<file path="config.mk">
export PLATFORM = sky130hd
export DESIGN_NAME = tour_sequencer
export DESIGN_NICKNAME = d
export VERILOG_FILES = /design/src/rtl/knight_pkg.sv /design/src/rtl/tour_move_lut.sv /design/src/rtl/tour_sequencer.sv
export SDC_FILE = /design/constraint.sdc
export NUM_CORES = 1
export LEC_CHECK = 0
export ABC_AREA = 1
export CELL_PAD_IN_SITES_DETAIL_PLACEMENT = 1
export CELL_PAD_IN_SITES_GLOBAL_PLACEMENT = 2
export CORE_MARGIN = 4
export CORE_UTILIZATION = 24
export DETAILED_ROUTE_END_ITERATION = 6
export GPL_TIMING_DRIVEN = 0
export PLACE_DENSITY = 0.82
export SLEW_MARGIN = 20
export SYNTH_ARGS = -nofsm -noshare
export SYNTH_HDL_FRONTEND = slang
export SYNTH_SLANG_ARGS = --single-unit
</file>
<file path="constraint.sdc">
create_clock -name clk -period 3.1 [get_ports clk]
set_clock_uncertainty 0.2 [all_clocks]
set_input_delay 0.465 -clock clk [delete_from_list [all_inputs] [get_ports clk]]
set_output_delay 0.465 -clock clk [all_outputs]
set_load 0.02 [all_outputs]
</file>
<file path="src/rtl/knight_pkg.sv">
// knight_pkg: shared command encodings and FSM state type for the knight tour
// sequencer and its move decoder.
package knight_pkg;

  // Headings understood by the command processor
  localparam logic [7:0] NORTH = 8'h00;
  localparam logic [7:0] WEST  = 8'h3F;
  localparam logic [7:0] SOUTH = 8'h7F;
  localparam logic [7:0] EAST  = 8'hBF;

  // Opcodes
  localparam logic [3:0] MOVE         = 4'h4;
  localparam logic [3:0] MOVE_FANFARE = 4'h5;

  typedef enum logic [2:0] {
    IDLE   = 3'd0,
    VERT   = 3'd1,
    WAIT_V = 3'd2,
    HORZ   = 3'd3,
    WAIT_H = 3'd4
  } state_t;

  // Command word layout: {opcode, heading, squares}
  function automatic logic [15:0] mk_cmd(input logic [3:0] op,
                                         input logic [7:0] heading,
                                         input logic [3:0] squares);
    return {op, heading, squares};
  endfunction

endpackage

</file>
<file path="src/rtl/tour_move_lut.sv">
// tour_move_lut: combinational decode of a one-hot knight move into the
// vertical leg command and the horizontal (fanfare) leg command.
//   move     : one-hot move word; lowest set bit wins if several are set
//   vert_cmd : {MOVE, NORTH/SOUTH, |dy|}
//   horz_cmd : {MOVE_FANFARE, EAST/WEST, |dx|}
// An all-zero move decodes to zero commands.
module tour_move_lut
  import knight_pkg::*;
(
  input  logic [7:0]  move,
  output logic [15:0] vert_cmd,
  output logic [15:0] horz_cmd
);

  always_comb begin
    vert_cmd = '0;
    horz_cmd = '0;
    // Ordered casez: the first matching item is the lowest set bit
    casez (move)
      8'b???????1: begin  // (+1,+2)
        vert_cmd = mk_cmd(MOVE, NORTH, 4'd2);
        horz_cmd = mk_cmd(MOVE_FANFARE, EAST, 4'd1);
      end
      8'b??????10: begin  // (-1,+2)
        vert_cmd = mk_cmd(MOVE, NORTH, 4'd2);
        horz_cmd = mk_cmd(MOVE_FANFARE, WEST, 4'd1);
      end
      8'b?????100: begin  // (-2,+1)
        vert_cmd = mk_cmd(MOVE, NORTH, 4'd1);
        horz_cmd = mk_cmd(MOVE_FANFARE, WEST, 4'd2);
      end
      8'b????1000: begin  // (-2,-1)
        vert_cmd = mk_cmd(MOVE, SOUTH, 4'd1);
        horz_cmd = mk_cmd(MOVE_FANFARE, WEST, 4'd2);
      end
      8'b???10000: begin  // (-1,-2)
        vert_cmd = mk_cmd(MOVE, SOUTH, 4'd2);
        horz_cmd = mk_cmd(MOVE_FANFARE, WEST, 4'd1);
      end
      8'b??100000: begin  // (+1,-2)
        vert_cmd = mk_cmd(MOVE, SOUTH, 4'd2);
        horz_cmd = mk_cmd(MOVE_FANFARE, EAST, 4'd1);
      end
      8'b?1000000: begin  // (+2,-1)
        vert_cmd = mk_cmd(MOVE, SOUTH, 4'd1);
        horz_cmd = mk_cmd(MOVE_FANFARE, EAST, 4'd2);
      end
      8'b10000000: begin  // (+2,+1)
        vert_cmd = mk_cmd(MOVE, NORTH, 4'd1);
        horz_cmd = mk_cmd(MOVE_FANFARE, EAST, 4'd2);
      end
      default: begin
        vert_cmd = '0;
        horz_cmd = '0;
      end
    endcase
  end

endmodule

</file>
<file path="src/rtl/tour_sequencer.sv">
// tour_sequencer: walks the solved knight tour in move memory and issues each
// move as a vertical leg then a horizontal fanfare leg to the command
// processor, taking over the command/response path while busy.
//   clk, rst      : clock, synchronous active-high reset
//   start_tour    : pulse, move list valid (honoured only in IDLE)
//   move          : one-hot move read from memory at mv_indx
//   clr_cmd_rdy   : command processor accepted cmd
//   send_resp     : command processor finished the current command
//   mv_indx       : move memory address
//   usurp         : sequencer owns cmd/cmd_rdy/resp (all states but IDLE)
//   cmd, cmd_rdy  : command word and its valid flag
//   resp          : response byte for the UART
//   tour_done     : pulse after the final move completes
//   tour_err      : pulse when an empty move word is found
module tour_sequencer
  import knight_pkg::*;
#(
  parameter int         TOUR_LEN  = 24,
  parameter logic [7:0] RESP_DONE = 8'hA5,
  parameter logic [7:0] RESP_MOVE = 8'h5A
) (
  input  logic        clk,
  input  logic        rst,
  input  logic        start_tour,
  input  logic [7:0]  move,
  input  logic        clr_cmd_rdy,
  input  logic        send_resp,
  output logic [4:0]  mv_indx,
  output logic        usurp,
  output logic [15:0] cmd,
  output logic        cmd_rdy,
  output logic [7:0]  resp,
  output logic        tour_done,
  output logic        tour_err
);

  localparam logic [4:0] LAST_IDX = 5'(TOUR_LEN - 1);

  state_t      state, state_nxt;
  logic [4:0]  mv_indx_nxt;
  logic [15:0] cmd_nxt;
  logic        cmd_rdy_nxt;
  logic        tour_done_nxt;
  logic        tour_err_nxt;
  logic [15:0] vert_cmd, horz_cmd;
  logic        last_move;

  tour_move_lut u_lut (
    .move     (move),
    .vert_cmd (vert_cmd),
    .horz_cmd (horz_cmd)
  );

  assign last_move = (mv_indx == LAST_IDX);
  assign usurp     = (state != IDLE);
  assign resp      = (state == WAIT_H && last_move) ? RESP_DONE : RESP_MOVE;

  always_ff @(posedge clk) begin
    if (rst) begin
      state     <= IDLE;
      mv_indx   <= '0;
      cmd       <= '0;
      cmd_rdy   <= 1'b0;
      tour_done <= 1'b0;
      tour_err  <= 1'b0;
    end else begin
      state     <= state_nxt;
      mv_indx   <= mv_indx_nxt;
      cmd       <= cmd_nxt;
      cmd_rdy   <= cmd_rdy_nxt;
      tour_done <= tour_done_nxt;
      tour_err  <= tour_err_nxt;
    end
  end

  // In VERT/HORZ, cmd_rdy low marks the first cycle of the leg: the move word
  // at the new mv_indx is decoded and latched then, so cmd_rdy rises one cycle
  // after entry and cmd stays frozen until the leg is accepted.
  always_comb begin
    state_nxt     = state;
    mv_indx_nxt   = mv_indx;
    cmd_nxt       = cmd;
    cmd_rdy_nxt   = cmd_rdy;
    tour_done_nxt = 1'b0;
    tour_err_nxt  = 1'b0;
    case (state)
      IDLE: begin
        if (start_tour) begin
          state_nxt   = VERT;
          mv_indx_nxt = '0;
        end
      end
      VERT: begin
        if (!cmd_rdy) begin
          if (move == '0) begin
            state_nxt    = IDLE;
            tour_err_nxt = 1'b1;
          end else begin
            cmd_nxt     = vert_cmd;
            cmd_rdy_nxt = 1'b1;
          end
        end else if (clr_cmd_rdy) begin
          cmd_rdy_nxt = 1'b0;
          state_nxt   = WAIT_V;
        end
      end
      WAIT_V: begin
        if (send_resp) state_nxt = HORZ;
      end
      HORZ: begin
        if (!cmd_rdy) begin
          cmd_nxt     = horz_cmd;
          cmd_rdy_nxt = 1'b1;
        end else if (clr_cmd_rdy) begin
          cmd_rdy_nxt = 1'b0;
          state_nxt   = WAIT_H;
        end
      end
      WAIT_H: begin
        if (send_resp) begin
          if (last_move) begin
            state_nxt     = IDLE;
            tour_done_nxt = 1'b1;
          end else begin
            state_nxt   = VERT;
            mv_indx_nxt = mv_indx + 5'd1;
          end
        end
      end
      default: state_nxt = IDLE;
    endcase
  end

endmodule

</file>
==> results of run 1 <==
[layer usage]
layer	vias to the layer above	part of all wire	global-route usage
met5	-	0	0
met4	0	0.0077	0.0309
met3	2	0.037	0.0193
met2	24	0.47	0.185
met1	554	0.48	0.158
li1	645	-	-
[cell type report]
type                       count  share of cell area
buffer                        17              0.0728
clock buffer                   3              0.0235
inverter                      22              0.0471
multi-input combinational    127               0.369
sequential                    18               0.205
tap                           67              0.0478
timing repair buffer          41               0.234
[worst max-delay path, cell delays in order, from the launching register on]
cell             delay [ns]
dfxtp_1                0.39
nor2_4                 0.21
nand2_1                0.09
nor2_1                 0.27
inv_1                  0.15
buf_4                  0.15
clkdlybuf4s50_1        0.53
[state kept, by name (all words and copies together) (netlist names)]
register   flops
tour_err       1
state          3
tour_done      1
cmd_rdy        1
cmd            7
mv_indx        5
[logic make-up after synthesis]
kind of cell,count (synthesis),synth area share
AOI/OAI and AO/OA,22,0.105
and+or+nand+nor,99,0.402
buffers and inverters,39,0.174
xor gates and xnor gates,1,0.00726
adders and majority gates,1,0.0104
other,1,0.00311
DFF,18,0.298
[metrics by stage]
stage                     instance area, µm²  power (mW)  worst slack, ns  std cells
after floorplan                         1220       0.763            0.707        184
after global placement                  1710       0.960            0.630        292
after detailed placement                1710       0.967            0.620        292
after CTS                               1750        1.14            0.333        295
after global routing                    1750        1.22            0.174        295
final                                   1750        1.12            0.397        295
[how the worst min path moves through the flow]
stage | cells past startpoint | slack (ns) | end
global route | 2 | 0.30 | cmd[10]
finish | 2 | 0.27 | cmd[12]
detailed placement | 2 | 0.26 | cmd[12]
floorplan | 2 | 0.34 | cmd[12]
global placement | 2 | 0.25 | cmd[12]
CTS | 2 | 0.27 | cmd[12]
[power groups by stage]
stage / registers (mW) / logic [mW] / clock network (mW)
2_1_floorplan: 0.375 / 0.387 / 0
3_3_place_gp: 0.346 / 0.614 / 0
3_5_place_dp: 0.348 / 0.619 / 0
4_1_cts: 0.343 / 0.621 / 0.175
5_1_grt: 0.351 / 0.685 / 0.183
6_report: 0.340 / 0.612 / 0.166
[synth_stat cells]
master and instances:
a21oi_1 11, a21oi_2 2, a31oi_1 1, buf_4 15, buf_6 1, clkbuf_1 1
conb_1 1, dfxtp_1 18, ha_1 1, inv_1 18, inv_2 4, nand2_1 43
nand2_2 2, nand2_4 2, nand3_1 17, nand4_1 1, nor2_1 22, nor2_2 1
nor2_4 5, nor2_8 1, nor3_1 3, nor3_2 1, nor3b_1 1, o21ai_0 6
o21ai_2 2, xor2_1 1
==> metrics.txt, run 1 <==
CTS resizes=0; commonest non-fill, non-tap cell in the layout=nand2_1; Startpoint Class=flip-flop; synth-to-layout area growth=45.3%; min-delay src=cmd[12]; max-cap violations=0; std cell rows=25; Yosys warning count=0; # DRC=0; switch share=0.442; area occupied by multi-input gates=~650 µm²; share of layout cells above drive strength 1=0.171; hpwl dp=2.67 mm; worst-path fanout max=6; switching power=between 0.4 and 0.5 mW; R2R setup slack=about 1.5 ns; post-synthesis sequential area ratio=0.298; achievable frequency=~0.37 GHz; average via count per standard cell=slightly above 4; DRT Pass-1 Iters=4; # IOs=46; share of total power in combinational logic=0.548; Yosys top cell by area=dfxtp_1; initial core utilization=0.252; Pwr Density=637 nW/µm²; Reg area=about 360 µm²; Req. time, crit path=2.43 ns; overall global routing resource usage=0.115; ranking of synthesized cells by area=dfxtp_1, nand2_1, buf_4; core area=about 4800 µm²; pin count of the biggest net entering global routing=11; crit path time final=~2.7 ns; clk root buf=clkbuf_8; CP Launch Point=state[0]; worst hold path type=flip-flop to flip-flop; DR WL/cell=roughly 11 µm; post-route ant nets=0; reg-to-reg critical path endpoint=state[0]; post-synth top area share=0.298; fillers=between 600 and 700; Mapped Cells=181; vias in the first global route=1274; Core Util, Final=0.367; Post-CTS Hold Fix Bufs=0; unrepaired setup endpoints after global routing=false; peak supply drop=between 200 and 300 µV; Worst-path clk slew=around 0.070 ns; Worst EP arrival=2.04 ns; commonest non-fill, non-tap cells in the layout=nand2_1, clkdlybuf4s50_1, nor2_1, inv_1, dfxtp_1; CTS tree=yes; setup repair bufs after CTS=0; first-pass GRT wire length=between 5 and 6 mm; Clock power frac=0.148; Synth cell types=26; CP endpoint=resp[4]; P_int=approximately 0.62 mW; routability cong.=0.722; Least-Margin Pin Slew=0.547 ns; setup total negative slack=0 ns; Mapped Area=between 1000 and 1500 µm²; die width=78.9 µm; Worst-Skew Late Latency=about 0.25 ns; clk sinks=18; number of synthesized register bits=18; R2R depth=8; crit share post-route=0.872; slew margin rel.=0.635; CTS buffer count=3; Total Nets Final=244; reg2reg start=mv_indx[0]; ANT cells=0; initial antenna violation count=0; Post-Route WL=roughly 3.3 mm; vias=~1200; global route overflow=0; Clock H-tree levels=1; Leakage=0.736 nW; # setup viols final=0; Flop pwr share=0.304; Starting DRT DRC Count=22; critical path class=flip-flop to primary output; Final Hold Fails=0; clock tree buffer depth=2; Die H=78.9 µm; total die area=6230 µm²; CP Capture Type=primary output; run status=completed; IO Port Bufs=41; synthesized area per cell=~6.7 µm²; max-slew violation count=0; Min Hold Slack=between 0.2 and 0.3 ns
Power figures use the tool's default switching activity.
==> run 2: changes to the inputs <==
--- a/config.mk
+++ b/config.mk
@@ -13,6 +13,7 @@
 export DETAILED_ROUTE_END_ITERATION = 6
 export GPL_TIMING_DRIVEN = 0
 export PLACE_DENSITY = 0.82
+export SKIP_LAST_GASP = 1
 export SLEW_MARGIN = 20
 export SYNTH_ARGS = -nofsm -noshare
 export SYNTH_HDL_FRONTEND = slang
==> results of run 2 <==
Same layout as run 1: the final DEF is identical, and so are final timing and power.
